==> config.mk <==
export PLATFORM = sky130hd
export DESIGN_NAME = regfile_wb_scheduler_flat
export DESIGN_NICKNAME = d
export VERILOG_FILES = /design/src/rtl/regfile_wb_scheduler_if.sv /design/src/rtl/regfile_wb_scheduler.sv /design/src/flat_wrapper.sv
export SDC_FILE = /design/constraint.sdc
export NUM_CORES = 1
export LEC_CHECK = 0
export CAP_MARGIN = 20
export CELL_PAD_IN_SITES_DETAIL_PLACEMENT = 0
export CELL_PAD_IN_SITES_GLOBAL_PLACEMENT = 2
export CORE_ASPECT_RATIO = 1.75
export CORE_MARGIN = 2
export CORE_UTILIZATION = 29
export CTS_BUF_LIST = sky130_fd_sc_hd__clkbuf_4 sky130_fd_sc_hd__clkbuf_8
export DETAILED_ROUTE_END_ITERATION = 8
export GPL_ROUTABILITY_DRIVEN = 0
export PLACE_DENSITY_LB_ADDON = 0.12
export SYNTH_ARGS = -nofsm -noshare
export SYNTH_HDL_FRONTEND = slang
export SYNTH_SLANG_ARGS = --single-unit
export TNS_END_PERCENT = 30
==> constraint.sdc <==
create_clock -name clk -period 8.4 [get_ports clk]
set_input_delay 0.84 -clock clk [delete_from_list [all_inputs] [get_ports clk]]
set_output_delay 0.84 -clock clk [all_outputs]
set_load 0.02 [all_outputs]
==> src/rtl/regfile_wb_scheduler_if.sv <==
// Writeback scheduler bus: decode issue/hazard, two writeback
// requesters, and the register-file write port with status.
//   master: issue + requesters side (drives requests, sees stall/ready/write port)
//   slave : scheduler side (computes stall/ready, owns write port and status)
interface regfile_wb_scheduler_if #(
    parameter int ADDRESS_WIDTH = 5,
    parameter int DATA_WIDTH    = 32
);
    logic                     flush;
    logic                     issue_valid;
    logic [ADDRESS_WIDTH-1:0] issue_rd;
    logic [ADDRESS_WIDTH-1:0] rs1;
    logic [ADDRESS_WIDTH-1:0] rs2;
    logic                     issue_stall;
    logic                     a_valid;
    logic [ADDRESS_WIDTH-1:0] a_rd;
    logic [DATA_WIDTH:0]      a_data;
    logic                     a_ready;
    logic                     b_valid;
    logic [ADDRESS_WIDTH-1:0] b_rd;
    logic [DATA_WIDTH:0]      b_data;
    logic                     b_ready;
    logic                     we3;
    logic [ADDRESS_WIDTH-1:0] ad3;
    logic [DATA_WIDTH:0]      wd3;
    logic [ADDRESS_WIDTH:0]   busy_count;
    logic                     wb_unexpected;

    modport master (
        output flush, issue_valid, issue_rd, rs1, rs2,
        output a_valid, a_rd, a_data,
        output b_valid, b_rd, b_data,
        input  issue_stall, a_ready, b_ready,
        input  we3, ad3, wd3, busy_count, wb_unexpected
    );

    modport slave (
        input  flush, issue_valid, issue_rd, rs1, rs2,
        input  a_valid, a_rd, a_data,
        input  b_valid, b_rd, b_data,
        output issue_stall, a_ready, b_ready,
        output we3, ad3, wd3, busy_count, wb_unexpected
    );
endinterface

==> src/rtl/regfile_wb_scheduler.sv <==
// Register-file write-port scheduler: round-robin A/B writeback arbiter,
// one-cycle write stage and per-register pending-write scoreboard.
//   clk, rst_n : clock, async active-low reset
//   bus (slave): issue/stall, A/B valid-ready requesters, we3/ad3/wd3,
//                busy_count, sticky wb_unexpected
module regfile_wb_scheduler #(
    parameter int ADDRESS_WIDTH = 5,
    parameter int DATA_WIDTH    = 32
) (
    input  logic                  clk,
    input  logic                  rst_n,
    regfile_wb_scheduler_if.slave bus
);
    localparam int NREG = 2 ** ADDRESS_WIDTH;

    logic [NREG-1:0]          r_busy;
    logic [NREG-1:0]          w_busy_nxt;
    logic                     r_prefer_b;
    logic                     r_we3;
    logic [ADDRESS_WIDTH-1:0] r_ad3;
    logic [DATA_WIDTH:0]      r_wd3;
    logic [ADDRESS_WIDTH:0]   r_busy_count;
    logic [ADDRESS_WIDTH:0]   w_count_nxt;
    logic                     r_unexp;

    logic                     w_stall;
    logic                     w_set;
    logic                     w_a_grant;
    logic                     w_b_grant;
    logic                     w_xfer;
    logic [ADDRESS_WIDTH-1:0] w_x_rd;
    logic [DATA_WIDTH:0]      w_x_data;
    logic                     w_x_nz;
    logic                     w_unexp;

    // busy[0] is never set, so x0 reads never stall
    assign w_stall = bus.issue_valid
                   & (r_busy[bus.rs1] | r_busy[bus.rs2]
                   | r_busy[bus.issue_rd]);

    assign w_set = bus.issue_valid & ~w_stall
                 & (bus.issue_rd != '0);

    // Grant the lone requester, or on contention the one
    // not granted on the previous transfer.
    assign w_a_grant = bus.a_valid & (~bus.b_valid | ~r_prefer_b);
    assign w_b_grant = bus.b_valid & (~bus.a_valid | r_prefer_b);
    assign w_xfer    = w_a_grant | w_b_grant;
    assign w_x_rd    = w_a_grant ? bus.a_rd : bus.b_rd;
    assign w_x_data  = w_a_grant ? bus.a_data : bus.b_data;
    assign w_x_nz    = (w_x_rd != '0);
    assign w_unexp   = w_xfer & w_x_nz & ~r_busy[w_x_rd];

    // Order matters: clear, then set (set wins), then flush
    // overrides everything.
    always_comb begin
        w_busy_nxt = r_busy;
        if (r_we3) begin
            w_busy_nxt[r_ad3] = 1'b0;
        end
        if (w_set) begin
            w_busy_nxt[bus.issue_rd] = 1'b1;
        end
        if (bus.flush) begin
            w_busy_nxt = '0;
        end
        w_busy_nxt[0] = 1'b0;
    end

    always_comb begin
        w_count_nxt = '0;
        for (int i = 1; i < NREG; i++) begin
            w_count_nxt = w_count_nxt
                        + {{ADDRESS_WIDTH{1'b0}}, w_busy_nxt[i]};
        end
    end

    always_ff @(posedge clk or negedge rst_n) begin
        if (!rst_n) begin
            r_busy       <= '0;
            r_prefer_b   <= 1'b0;
            r_we3        <= 1'b0;
            r_ad3        <= '0;
            r_wd3        <= '0;
            r_busy_count <= '0;
            r_unexp      <= 1'b0;
        end else begin
            r_busy       <= w_busy_nxt;
            r_busy_count <= w_count_nxt;
            if (w_a_grant) begin
                r_prefer_b <= 1'b1;
            end else if (w_b_grant) begin
                r_prefer_b <= 1'b0;
            end
            // x0 transfers complete but never raise we3
            r_we3 <= w_xfer & w_x_nz;
            if (w_xfer) begin
                r_ad3 <= w_x_rd;
                r_wd3 <= w_x_data;
            end
            if (w_unexp) begin
                r_unexp <= 1'b1;
            end
        end
    end

    assign bus.issue_stall   = w_stall;
    assign bus.a_ready       = w_a_grant;
    assign bus.b_ready       = w_b_grant;
    assign bus.we3           = r_we3;
    assign bus.ad3           = r_ad3;
    assign bus.wd3           = r_wd3;
    assign bus.busy_count    = r_busy_count;
    assign bus.wb_unexpected = r_unexp;
endmodule

==> src/flat_wrapper.sv <==
// flat-port wrapper written by rule: the top's interface ports become plain ports
module regfile_wb_scheduler_flat 
#(
    parameter int ADDRESS_WIDTH = 5,
    parameter int DATA_WIDTH    = 32
)
  (clk, rst_n, bus_flush, bus_issue_valid, bus_issue_rd, bus_rs1, bus_rs2, bus_a_valid, bus_a_rd, bus_a_data, bus_b_valid, bus_b_rd, bus_b_data, bus_issue_stall, bus_a_ready, bus_b_ready, bus_we3, bus_ad3, bus_wd3, bus_busy_count, bus_wb_unexpected);
  regfile_wb_scheduler_if #(.ADDRESS_WIDTH(ADDRESS_WIDTH), .DATA_WIDTH(DATA_WIDTH)) bus_i ();
  input  logic clk;
  input  logic rst_n;
  input wire logic [$bits(bus_i.flush)-1:0] bus_flush;
  input wire logic [$bits(bus_i.issue_valid)-1:0] bus_issue_valid;
  input wire logic [$bits(bus_i.issue_rd)-1:0] bus_issue_rd;
  input wire logic [$bits(bus_i.rs1)-1:0] bus_rs1;
  input wire logic [$bits(bus_i.rs2)-1:0] bus_rs2;
  input wire logic [$bits(bus_i.a_valid)-1:0] bus_a_valid;
  input wire logic [$bits(bus_i.a_rd)-1:0] bus_a_rd;
  input wire logic [$bits(bus_i.a_data)-1:0] bus_a_data;
  input wire logic [$bits(bus_i.b_valid)-1:0] bus_b_valid;
  input wire logic [$bits(bus_i.b_rd)-1:0] bus_b_rd;
  input wire logic [$bits(bus_i.b_data)-1:0] bus_b_data;
  output wire logic [$bits(bus_i.issue_stall)-1:0] bus_issue_stall;
  output wire logic [$bits(bus_i.a_ready)-1:0] bus_a_ready;
  output wire logic [$bits(bus_i.b_ready)-1:0] bus_b_ready;
  output wire logic [$bits(bus_i.we3)-1:0] bus_we3;
  output wire logic [$bits(bus_i.ad3)-1:0] bus_ad3;
  output wire logic [$bits(bus_i.wd3)-1:0] bus_wd3;
  output wire logic [$bits(bus_i.busy_count)-1:0] bus_busy_count;
  output wire logic [$bits(bus_i.wb_unexpected)-1:0] bus_wb_unexpected;
  assign bus_i.flush = bus_flush;
  assign bus_i.issue_valid = bus_issue_valid;
  assign bus_i.issue_rd = bus_issue_rd;
  assign bus_i.rs1 = bus_rs1;
  assign bus_i.rs2 = bus_rs2;
  assign bus_i.a_valid = bus_a_valid;
  assign bus_i.a_rd = bus_a_rd;
  assign bus_i.a_data = bus_a_data;
  assign bus_i.b_valid = bus_b_valid;
  assign bus_i.b_rd = bus_b_rd;
  assign bus_i.b_data = bus_b_data;
  assign bus_issue_stall = bus_i.issue_stall;
  assign bus_a_ready = bus_i.a_ready;
  assign bus_b_ready = bus_i.b_ready;
  assign bus_we3 = bus_i.we3;
  assign bus_ad3 = bus_i.ad3;
  assign bus_wd3 = bus_i.wd3;
  assign bus_busy_count = bus_i.busy_count;
  assign bus_wb_unexpected = bus_i.wb_unexpected;
  regfile_wb_scheduler #(.ADDRESS_WIDTH(ADDRESS_WIDTH), .DATA_WIDTH(DATA_WIDTH)) u_core (.clk(clk), .rst_n(rst_n), .bus(bus_i));
endmodule
==> reports/metrics.cfg <==
[power_and_ir_drop]
power.density_nw_per_um2=134
p_leak_nw=3.28
vdd_drop_max_v=0.0000729

[grt]
grtUsageTotal=0.210
overflow=0
grt_start_max_net_pins=72
grt_pass1_vias=6222
grt_pass1_wl_mm=36.1
antenna_found_initial=0

[routing]
route.met2.wl_mm=12.2
routed_wl_mm=23.0
drt-wirelength-per-cell_um=21.4
maxUsedRoutingLayer=met4
viasPerCell=5.46
vias=5872
drcViolationCount=0
first_iter_violations=282
postRouteAntennaNets=0
dr.pass1.iters=4
wl_met3_mm=1.07
m1WireLength_mm=8.46

[synth]
ys.flop_type=dfrtp_1
ys_ff_latch=78
syn_area_um2=6160
async_reset_ff_frac=1.00
yosysWarnings=0
synthCells=698
syn_nets=827
synth.distinct_cells=57
synth_edf_count=0
synth-seq-area-share=0.317
avgSynthCellArea_um2=8.82

[sta]
fin_crit_ns=7.79
finalCritPeriodShare=0.927
drv_slew=0
rsz0062_at_grt=no
relSlewSlack=0.364
worst_slew_pin_slew_ns=0.952
fmax_mhz=128
hold_viol=0
fin_tns_setup_ns=0
setup_viol=0
worst_clock_skew_ns=0.0145

[finish]
layout_commonest_cell=clkdlybuf4s50_1
final_cell_mix=clkdlybuf4s50_1 (143), a21oi_1 (82), dfrtp_1 (78)
stdcell_count=1076
n_antenna_cell=0
fill_cells=2129
drive_above_1_share=0.0607
synthToLayoutAreaGrowth_pct=30.7
finalNetCount=948

[worst_setup_path]
reg2reg_depth=22
crit_start=bus_issue_rd[1]
cp_common_cell=fa_1
crit_arrival_ns=8.05
worstPathRequired_ns=8.66
cp.buffers_inverters=6
critPathMaxFanout=12
r2r_start=u_core.r_busy[11]$_DFF_PN0_
worstSetupPathType=primary input to register
crit_family=adder cells
start_kind=primary input
crit_slowest_cell=clkdlybuf4s50_1
endpoint_kind=register
cp_slowest_stage_delay_ns=0.64
cp_num_cells=25

[clock_tree]
clk_latency_ns=0.37
htree_levels=3
hold_buffers=0
post_cts_buffers=0
clock_path_buffers=2
cts_sinks=78
cts_resized=0
clkTransAtPathRegs_ns=0.08
cts_root_buf=clkbuf_8
cts_tree=built
numCtsBuffers=9

[outcome]
status=completed

[floorplan]
dieArea_um2=22500
fp-row-count=70
core-area_um2=20800
top_level_ports=146
die_w_um=114
fp.dieH_um=197
start_util=0.295

[place]
placement.io_buffers=145
dpl.hpwl_mm=17.3
place_inst=1060

[flow_run]
cap_violations=0

[min_path]
worstHoldPathType=primary input to asynchronous set/reset pin

==> synthesized netlist by cell type (2+ instances only) <==
library cell / count / area (µm²)
and2_1: 2 / 12.5
nor2_1: 15 / 56.3
a22oi_1: 9 / 67.6
or3b_2: 2 / 17.5
o21a_1: 3 / 22.5
nor3b_1: 5 / 37.5
nor2b_1: 27 / 169
o31a_1: 8 / 70.1
a31oi_1: 2 / 12.5
clkbuf_1: 36 / 135
or4_1: 2 / 15.0
o21ai_0: 62 / 310
a211oi_1: 6 / 45.0
o41ai_1: 10 / 87.6
mux4_2: 4 / 90.1
or2_2: 4 / 25.0
a21oi_1: 82 / 410
nor3_1: 2 / 10.0
buf_6: 5 / 56.3
nand2b_1: 38 / 238
dfrtp_1: 78 / 1950
mux2i_1: 56 / 561
xnor2_1: 3 / 26.3
fa_1: 23 / 460
o41a_1: 6 / 67.6
buf_1: 3 / 11.3
inv_1: 31 / 116
o22ai_1: 4 / 25.0
ha_1: 9 / 113
or3_1: 3 / 18.8
a21o_1: 2 / 15.0
nand3b_1: 24 / 180
o32ai_1: 2 / 17.5
mux2_2: 6 / 67.6
nand2_1: 71 / 267
o31ai_1: 18 / 135
buf_2: 7 / 35.0
nand3_1: 9 / 45.0
==> report_power, final <==
group          total, mW  switching (mW)  internal, mW
Combinational      0.320           0.175         0.146
Sequential         0.427          0.0248         0.402
Clock              0.332           0.150         0.182
Total               1.08           0.350         0.730
==> through the flow <==
stage                     worst slack [ns]  utilization  hold slack [ns]  area [µm²]  power, mW
after floorplan                      0.959            -            0.542        6160      0.595
after global placement               0.319        0.375            0.557        7830      0.755
after detailed placement             0.211        0.375            0.541        7830      0.757
after CTS                            0.606        0.386            0.340        8050       1.10
after global routing                 0.226        0.386            0.354        8050       1.14
final                                0.612        0.386            0.341        8050       1.08
==> worst paths after layout <==
path                       slack [ns]                                    to
hold reg to reg                  0.55  u_core.bus.wb_unexpected$_DFFE_PN0P_
min in group clk                 0.55  u_core.bus.wb_unexpected$_DFFE_PN0P_
hold / removal                   0.34        u_core.bus.wd3[27]$_DFFE_PN0P_
setup / recovery                 0.61    u_core.bus.busy_count[5]$_DFF_PN0_
max in group asynchronous        6.96    u_core.bus.busy_count[2]$_DFF_PN0_
setup reg to reg                 1.27    u_core.bus.busy_count[5]$_DFF_PN0_
==> metal layers <==
layer / global-route usage / vias to the layer above
met5: 0 / -
met4: 0.128 / 0
met3: 0.0317 / 60
met2: 0.371 / 201
met1: 0.233 / 2862
li1: - / 2749
==> sequential cells by signal, summed over array words and instances, names as in the netlist <==
signal	count
u_core.r_prefer_b	1
u_core.bus.wd3	33
u_core.bus.wb_unexpected	1
u_core.bus.ad3	5
u_core.bus.busy_count	6
u_core.r_busy	31
u_core.bus.we3	1
==> cells by family after synthesis <==
kind of cell | after synthesis | synth area share
AO/OA/AOI/OAI | 226 | 0.226
AND/OR/NAND/NOR | 210 | 0.185
buffers and inverters | 83 | 0.0581
flip-flops | 78 | 0.317
multiplexers | 66 | 0.117
adder cells (fa/ha/maj) | 32 | 0.0930
XOR/XNOR | 3 | 0.00427
==> cell type report <==
| cell class | instances | area [µm²] | share of cell area |
|---|---|---|---|
| tap | 252 | 315 | 0.0392 |
| timing repair buffer | 161 | 1590 | 0.197 |
| inverter | 32 | 120 | 0.0149 |
| clock buffer | 12 | 153 | 0.0190 |
| clock inverter | 4 | 70.1 | 0.00871 |
| sequential | 78 | 1950 | 0.242 |
| multi-input combinational | 537 | 3850 | 0.478 |
(Power assumes the default switching activity.)
